### config.mk
export PLATFORM = sky130hd
export DESIGN_NAME = xbar_config_engine
export DESIGN_NICKNAME = d
export VERILOG_FILES = /design/src/rtl/xbar_config_engine.sv
export SDC_FILE = /design/constraint.sdc
export NUM_CORES = 2
export LEC_CHECK = 0
export BUFFER_PORTS_ARGS = -buffer_cell sky130_fd_sc_hd__buf_2
export CAP_MARGIN = 20
export CORE_ASPECT_RATIO = 0.6
export CORE_MARGIN = 2
export CORE_UTILIZATION = 61
export CTS_CLUSTER_DIAMETER = 50
export DETAILED_ROUTE_END_ITERATION = 8
export PLACE_DENSITY_LB_ADDON = 0.2
export SLEW_MARGIN = 10
export SYNTH_ARGS = -nofsm -noshare
export SYNTH_HDL_FRONTEND = slang
export SYNTH_SLANG_ARGS = --single-unit
### constraint.sdc
create_clock -name ebi_clk -period 3.5 [get_ports ebi_clk]
set_input_delay 0 -clock ebi_clk [delete_from_list [all_inputs] [get_ports ebi_clk]]
set_output_delay 0 -clock ebi_clk [all_outputs]
set_load 0.02 [all_outputs]
### src/rtl/xbar_config_engine.sv
// Crossbar configuration engine: holds WORDS 16-bit config words on the EBI bus and
// streams them MSB-first into CHAINS serial chains, then pulses the active-low latch.
module xbar_config_engine #(
    parameter int POSITION = 0,
    parameter int WORDS    = 32,
    parameter int CHAINS   = 1
) (
    input  logic              ebi_clk,
    input  logic              reset,
    input  logic              enable,
    input  logic              re,
    input  logic              wr,
    input  logic [18:0]       addr,
    input  logic [15:0]       data,
    output logic [15:0]       data_out,
    output logic              xbar_clock,
    output logic              pclk,
    output logic [CHAINS-1:0] sin
);

    localparam int W = WORDS / CHAINS;

    typedef enum logic [2:0] {IDLE, LOAD, SETUP, HIGH, LATCH} state_t;

    state_t      state_q, state_d;
    logic [15:0] cfg_q [128];
    logic [15:0] cfg_d [128];
    logic [15:0] sr_q [CHAINS];
    logic [15:0] sr_d [CHAINS];
    logic [7:0]  div_q, div_d;
    logic [7:0]  phase_q, phase_d;
    logic [3:0]  bit_q, bit_d;
    logic [6:0]  word_q, word_d;
    logic        done_q, done_d;
    logic [15:0] data_out_q, data_out_d;

    logic cs, busy, wr_cmd, start, abort, wr_div, wr_cfg, phase_end;

    assign cs        = enable && (addr[18:8] == 11'(POSITION));
    assign busy      = (state_q != IDLE);
    assign wr_cmd    = cs && wr && (addr[7:0] == 8'h01);
    assign start     = wr_cmd && data[0];
    assign abort     = wr_cmd && data[2];
    assign wr_div    = cs && wr && (addr[7:0] == 8'h02) && !busy;
    assign wr_cfg    = cs && wr && addr[7] && !busy && (int'(addr[6:0]) < WORDS);
    assign phase_end = (phase_q == div_q);

    always_comb begin
        state_d = state_q;
        cfg_d   = cfg_q;
        sr_d    = sr_q;
        div_d   = div_q;
        phase_d = phase_q;
        bit_d   = bit_q;
        word_d  = word_q;
        done_d  = done_q;

        if (wr_div) div_d = data[7:0];
        if (wr_cfg) cfg_d[addr[6:0]] = data;

        unique case (state_q)
            IDLE: begin
                if (start && !abort) begin
                    state_d = LOAD;
                    done_d  = 1'b0;
                end
            end
            LOAD: begin
                // Chain c takes words c, c+CHAINS, ... so word_q indexes within a chain
                for (int c = 0; c < CHAINS; c++)
                    sr_d[c] = cfg_q[7'(int'(word_q) * CHAINS + c)];
                phase_d = '0;
                state_d = SETUP;
            end
            SETUP: begin
                if (phase_end) begin
                    phase_d = '0;
                    state_d = HIGH;
                end else begin
                    phase_d = phase_q + 8'd1;
                end
            end
            HIGH: begin
                if (phase_end) begin
                    phase_d = '0;
                    for (int c = 0; c < CHAINS; c++)
                        sr_d[c] = {sr_q[c][14:0], 1'b0};
                    if (bit_q == 4'd15) begin
                        bit_d = '0;
                        if (word_q == 7'(W - 1)) begin
                            state_d = LATCH;
                        end else begin
                            word_d  = word_q + 7'd1;
                            state_d = LOAD;
                        end
                    end else begin
                        bit_d   = bit_q + 4'd1;
                        state_d = SETUP;
                    end
                end else begin
                    phase_d = phase_q + 8'd1;
                end
            end
            LATCH: begin
                if (phase_end) begin
                    state_d = IDLE;
                    done_d  = 1'b1;
                    phase_d = '0;
                    bit_d   = '0;
                    word_d  = '0;
                end else begin
                    phase_d = phase_q + 8'd1;
                end
            end
            default: state_d = IDLE;
        endcase

        // Abort overrides everything, including a LATCH that would finish this cycle
        if (busy && abort) begin
            state_d = IDLE;
            done_d  = done_q;
            phase_d = '0;
            bit_d   = '0;
            word_d  = '0;
        end
    end

    always_comb begin
        data_out_d = '0;
        if (cs && re) begin
            if (addr[7:0] == 8'h09)      data_out_d = 16'h7ba3;
            else if (addr[7:0] == 8'h0A) data_out_d = {14'b0, done_q, busy};
        end
    end

    always_comb begin
        xbar_clock = 1'b0;
        pclk       = 1'b1;
        sin        = '0;
        if (state_q == SETUP || state_q == HIGH)
            for (int c = 0; c < CHAINS; c++) sin[c] = sr_q[c][15];
        if (state_q == HIGH)  xbar_clock = 1'b1;
        if (state_q == LATCH) pclk = 1'b0;
    end

    always_ff @(posedge ebi_clk or negedge reset) begin
        if (!reset) begin
            state_q    <= IDLE;
            div_q      <= '0;
            phase_q    <= '0;
            bit_q      <= '0;
            word_q     <= '0;
            done_q     <= 1'b0;
            data_out_q <= '0;
            for (int i = 0; i < 128; i++) cfg_q[i] <= '0;
            for (int c = 0; c < CHAINS; c++) sr_q[c] <= '0;
        end else begin
            state_q    <= state_d;
            div_q      <= div_d;
            phase_q    <= phase_d;
            bit_q      <= bit_d;
            word_q     <= word_d;
            done_q     <= done_d;
            data_out_q <= data_out_d;
            cfg_q      <= cfg_d;
            sr_q       <= sr_d;
        end
    end

    assign data_out = data_out_q;

endmodule

## After elaboration in Yosys (flattened, before gate mapping)

Index checks and enable logic that the tools add are counted.

- Bits of input ports: 40
- Bits in registers: 2,111
- Output and inout bits: 19

- Multiplexer cells: 39
- Add/sub/neg operators: 3
- Bitwise operators: 3
- Reductions and logical operators: 30
- Order comparisons: 4
- Eq/ne operators: 20

Operators by type and width:

| cell | count |
|---|---|
| 2048-bit bitwise mux | 1 |
| 16-bit binary-select mux with 7-bit select | 1 |
| 16-bit demux with 7-bit select | 1 |
| 16-bit two-way mux | 4 |
| 7-bit two-way mux | 5 |
| 16-bit one-hot mux with 2 select lines | 1 |
| 15-bit two-way mux | 2 |
| 3-bit two-way mux | 7 |
| 3-bit != test, second input constant | 6 |
| 8-bit by 4-bit == test with 1-bit output, second input constant | 2 |
| 4-bit two-way mux | 4 |
| 8-bit two-way mux | 2 |
| 8-bit one-hot mux with 2 select lines | 1 |
| 3-bit one-hot mux with 5 select lines | 1 |
| 1-bit logical AND | 14 |
| 7-bit one-hot mux with 2 select lines | 1 |
| 11-bit zero test | 1 |
| 3-bit nonzero test | 3 |
| 8-bit by 1-bit adder with 8-bit output, second input constant | 1 |
| 8-bit by 1-bit == test with 1-bit output, second input constant | 1 |
| 8-bit by 2-bit == test with 1-bit output, second input constant | 1 |
| 8-bit == test | 1 |
| 7-bit by 8-bit >= comparator with 1-bit output, second input constant | 1 |
| 8-bit >= comparator, second input constant | 1 |
| 26 further kinds | 36 |

## Logic depth before layout (Yosys ltp)

- Depth in word-level cells: 10
- Depth in mapped cells: 13
- Gate-level depth less buffers: 7

## Worst setup path before layout

OpenSTA, ideal clock, no wires.

- Kind: flip-flop to flip-flop
- Start: register word_q[0]
- End: register sr_q[7] (netlist name)
- Setup slack: 0.746 ns
- Stages on the path, launching flop included: 10
- Data arrival time: 2.634 ns
- Cell sequence: dfrtp_1 > buf_6 > buf_4 > buf_2 > buf_2 > mux4_2 > mux4_2 > nor2_1 > a31oi_1 > a31o_2

- Longest elaborated chain between the ends: 5

RTL lines:

| element | line | RTL |
|---|---|---|
| from (decl) | 33 | `logic [6:0] word_q, word_d;` |
| from (signal assigned) | 162 | `word_q <= word_d;` |
| 7-bit inverter (implied by the code) | 71 | `sr_d[c] = cfg_q[7'(int'(word_q) * CHAINS + c)];` |
| 16-bit binary-select mux with 7-bit select | 71 |  |
| 16-bit two-way mux (implied by the code) (2 in series) | 71 |  |
| 16-bit one-hot mux with 2 select lines | 61 | `unique case (state_q)` |
| to (signal assigned) | 166 | `sr_q <= sr_d;` |
| to (decl) | 28 | `logic [15:0] sr_q [CHAINS];` |

No other way between the ends. The select of a mux whose other input is x is not followed.
A chain may end at the register's enable or synchronous reset.

## Worst setup path after layout

Same ends and word-level chain as after synthesis.

==> impl_metrics.py <==
metrics = {
    "outcome": {
        "outcome": "finished, final reports clean",
    },
    "grt": {
        "grt-ovfl-total": 0,
        "grt_pass1_vias": 40866,
        "grt_pass1_wl_um": 264600,
        "antenna_found_initial": 8,
        "grt_start_max_net_pins": 121,
        "grt_usage": 0.2547,
    },
    "place": {
        "dp_hpwl_um": 107900,
        "portBuffers": 52,
        "gp_congestion": 0.8020,
    },
    "job": {
        "maxCapViolations": 0,
    },
    "logic_synthesis": {
        "yosys_register_bits": 2098,
        "postSynthAreaPerCell_sq_um": 14.13,
        "syn-cell-area_sq_um": 82520,
        "syn_inst": 5840,
        "yosysSeqAreaShare": 0.6362,
        "yosysWarnings": 0,
        "synth_ff_type": "dfrtp_1",
        "ys_async_sr_fraction": 1.000,
        "synth-edff-count": 0,
        "post_synth_num_cell_types": 76,
    },
    "cells_and_area": {
        "seqCellArea_sq_um": 52520,
        "n_fill_cell": 8963,
        "synthToLayoutAreaGrowth_pct": 5.339,
        "drive_above_1_share": 0.3458,
        "fin_nets": 4574,
        "multiInputGateArea_sq_um": 22700,
        "n_antenna_cell": 0,
    },
    "clock_tree": {
        "clk_path_buf_depth": 3,
        "clkTransAtPathRegs_ps": 70,
        "cts_num_sinks": 2098,
        "root_buffer": "clkbuf_16",
        "cts_max_level": 4,
        "cts_resized": 0,
        "numCtsBuffers": 179,
        "cts_tree": "built",
        "worstSkewPairLatency_ps": 810,
    },
    "die": {
        "die_w_um": 478.8,
        "pin_count": 59,
        "core_sq_um": 134200,
        "start_util": 0.6151,
        "die_h_um": 288.9,
        "dieArea_sq_um": 138300,
        "rows": 104,
    },
    "pwr": {
        "finalPower_mw": 58.69,
        "p_per_area_nw_per_um2": 675.2,
        "p_leak_nw": 42.15,
        "vdd_drop_max_v": 0.0005445,
    },
    "sta": {
        "fin_hold_ws_ps": 104.6,
        "fin_crit_sh": 0.9548,
        "rsz0062_at_grt": "false",
        "fmax_mhz": 299.2,
        "clock_skew_ps": 19.59,
        "max_slew_margin": 0.2625,
        "period_minus_slack_ps": 3342,
        "finalSetupViolCount": 0,
        "maxSlewViolCount": 0,
        "setup_tns_ps": 0,
        "finalHoldViolations": 0,
        "worst_slew_pin_slew_ps": 1098,
    },
    "route": {
        "dr.pass1.iters": 7,
        "vias": 37910,
        "routedWlPerCell_um": 26.04,
        "wl_um": 168900,
        "drc": 0,
        "ant_nets": 0,
        "dr.first_iter.drc_count": 3573,
        "viasPerCell": 5.844,
    },
    "setup_path": {
        "crit_required_ps": 4200,
        "cp-start-kind": "register",
        "crit_type": "register to register",
        "worstPathArrival_ps": 4040,
        "worstPathMaxFanout": 31,
        "crit_path_end_kind": "register",
    },
    "worst_hold_path": {
        "hp-class": "input pin to register",
    },
}
cells in the mapped netlist (10+ instances only):
| cell | count | area share |
|---|---|---|
| buf_1 | 20 | 0.00091 |
| buf_4 | 33 | 0.0030 |
| nand3_1 | 30 | 0.0018 |
| nor2b_1 | 13 | 0.00099 |
| a211oi_1 | 26 | 0.0024 |
| mux2_2 | 487 | 0.066 |
| buf_6 | 21 | 0.0029 |
| o221ai_1 | 22 | 0.0023 |
| a221oi_1 | 35 | 0.0037 |
| buf_2 | 68 | 0.0041 |
| nor2_1 | 45 | 0.0020 |
| mux4_2 | 484 | 0.13 |
| nand2_1 | 145 | 0.0066 |
| mux2i_1 | 198 | 0.024 |
| clkbuf_1 | 1689 | 0.077 |
| o22ai_1 | 53 | 0.0040 |
| dfrtp_1 | 2098 | 0.64 |
| and3_1 | 12 | 0.00091 |
| o21ai_0 | 99 | 0.0060 |
| and2_1 | 12 | 0.00091 |
| xor2_1 | 10 | 0.0011 |
| a2111oi_0 | 11 | 0.0012 |
| a21oi_1 | 53 | 0.0032 |
| nor3_1 | 12 | 0.00073 |
| inv_1 | 11 | 0.00050 |
layout make-up:
class | instances | share of cell area
multi-input combinational | 1899 | 0.2612
tap | 1802 | 0.02594
timing repair buffer | 340 | 0.03625
inverter | 13 | 0.0006478
sequential | 2098 | 0.6042
clock inverter | 78 | 0.01180
clock buffer | 257 | 0.05997
through the flow:
| step | instances | instance area (sq um) | util | worst slack, ps |
|---|---|---|---|---|
| after floorplan | 5845 | 82530 | - | 745.9 |
| after detailed placement | 6119 | 80330 | 0.5988 | 199.5 |
| final | 6487 | 86920 | 0.6479 | 158.1 |
| after global placement | 6119 | 80330 | 0.5988 | 140.9 |
| after CTS | 6487 | 86920 | 0.6479 | 145.3 |
| after global routing | 6487 | 86920 | 0.6479 | 0.05107 |
layout by cell type, fill, tap and decap left out, drive strengths merged, types with 11 or more instances in the layout:
| cell | instances |
|---|---|
| dfrtp | 2098 |
| mux2 | 487 |
| mux4 | 484 |
| buf | 308 |
| clkbuf | 257 |
| mux2i | 198 |
| nand2 | 153 |
| o21ai | 99 |
| o22ai | 53 |
| a21oi | 53 |
| nor2 | 48 |
| clkinv | 37 |
| a221oi | 35 |
| dlygate4sd3 | 32 |
| nand3 | 30 |
| a211oi | 26 |
| inv | 25 |
| o221ai | 22 |
| bufinv | 17 |
| nor3 | 14 |
| and2 | 14 |
| nor2b | 13 |
| and3 | 12 |
| clkinvlp | 12 |
| a2111oi | 11 |
per-layer routing:
| layer | share of wire | track usage | up-vias | wire length [um] |
|---|---|---|---|---|
| met2 | 0.41 | 0.3348 | 1004 | 69910 |
| met1 | 0.50 | 0.4294 | 20038 | 83900 |
| met3 | 0.072 | 0.06142 | 221 | 12140 |
| li1 | - | - | 16645 | - |
| met4 | 0.017 | 0.05962 | 2 | 2938 |
| met5 | 0.000077 | 0.0006684 | - | 13 |
flip-flops by register name, indices dropped and copies added (netlist names):
register / cells
word_q: 7
state_q: 3
sr_q: 16
phase_q: 8
cfg_q: 2048
bit_q: 4
data_out: 3
done_q: 1
div_q: 8
kinds of logic (layout without fill, tap and decap cells):
| family | after synthesis | in the layout | synth area share |
|---|---|---|---|
| AOI/OAI and AO/OA | 366 | 366 | 0.02955 |
| and+or+nand+nor | 345 | 345 | 0.02100 |
| DFF | 2098 | 2098 | 0.6362 |
| xor gates and xnor gates | 10 | 10 | 0.001061 |
| muxes | 1169 | 1169 | 0.2226 |
| adders and majority gates | 3 | 3 | 0.0004549 |
| other | 1 | 6 | 0.00004545 |
| buffers and inverters | 1848 | 688 | 0.08905 |
path summary, 6_finish.rpt:
check | start | endpoint | slack [ps] | depth (start not counted)
worst min register to register | cfg_q[1244]$_DFFE_PN0P_ | cfg_q[1244]$_DFFE_PN0P_ | 370 | 0
max in group asynchronous | reset | data_out[1]$_DFF_PN0_ | 2560 | 3
worst max register to register | word_q[0]$_DFFE_PN0P_ | sr_q[7]$_DFFE_PN0P_ | 160 | 9
worst min-delay path | wr | div_q[2]$_DFFE_PN0P_ | 100 | 4
min in group asynchronous | reset | cfg_q[1143]$_DFFE_PN0P_ | 140 | 3
worst max-delay path | word_q[0]$_DFFE_PN0P_ | sr_q[7]$_DFFE_PN0P_ | 160 | 9
power by group:
group	internal, mW	switching (mW)
Sequential	24.4	0.476
Clock	11.7	9.19
Combinational	4.87	8.01
Total	41.0	17.7
timing repair:
| item | 4_1_cts | 5_1_grt |
|---|---|---|
| setup buffers | 0 | 0 |
| hold buffers | 33 | 0 |
| endpoints found under the hold margin | 2173 | 0 |
worst max-delay path, cell delays in order (launching register included):
cell,delay (ps)
dfrtp_4,760
buf_12,350
buf_4,280
mux4_2,520
nand2_1,80
a21oi_1,70
nor3_1,380
buf_4,180
a31oi_1,270
a31o_2,300
Power figures use the tool's default switching activity.
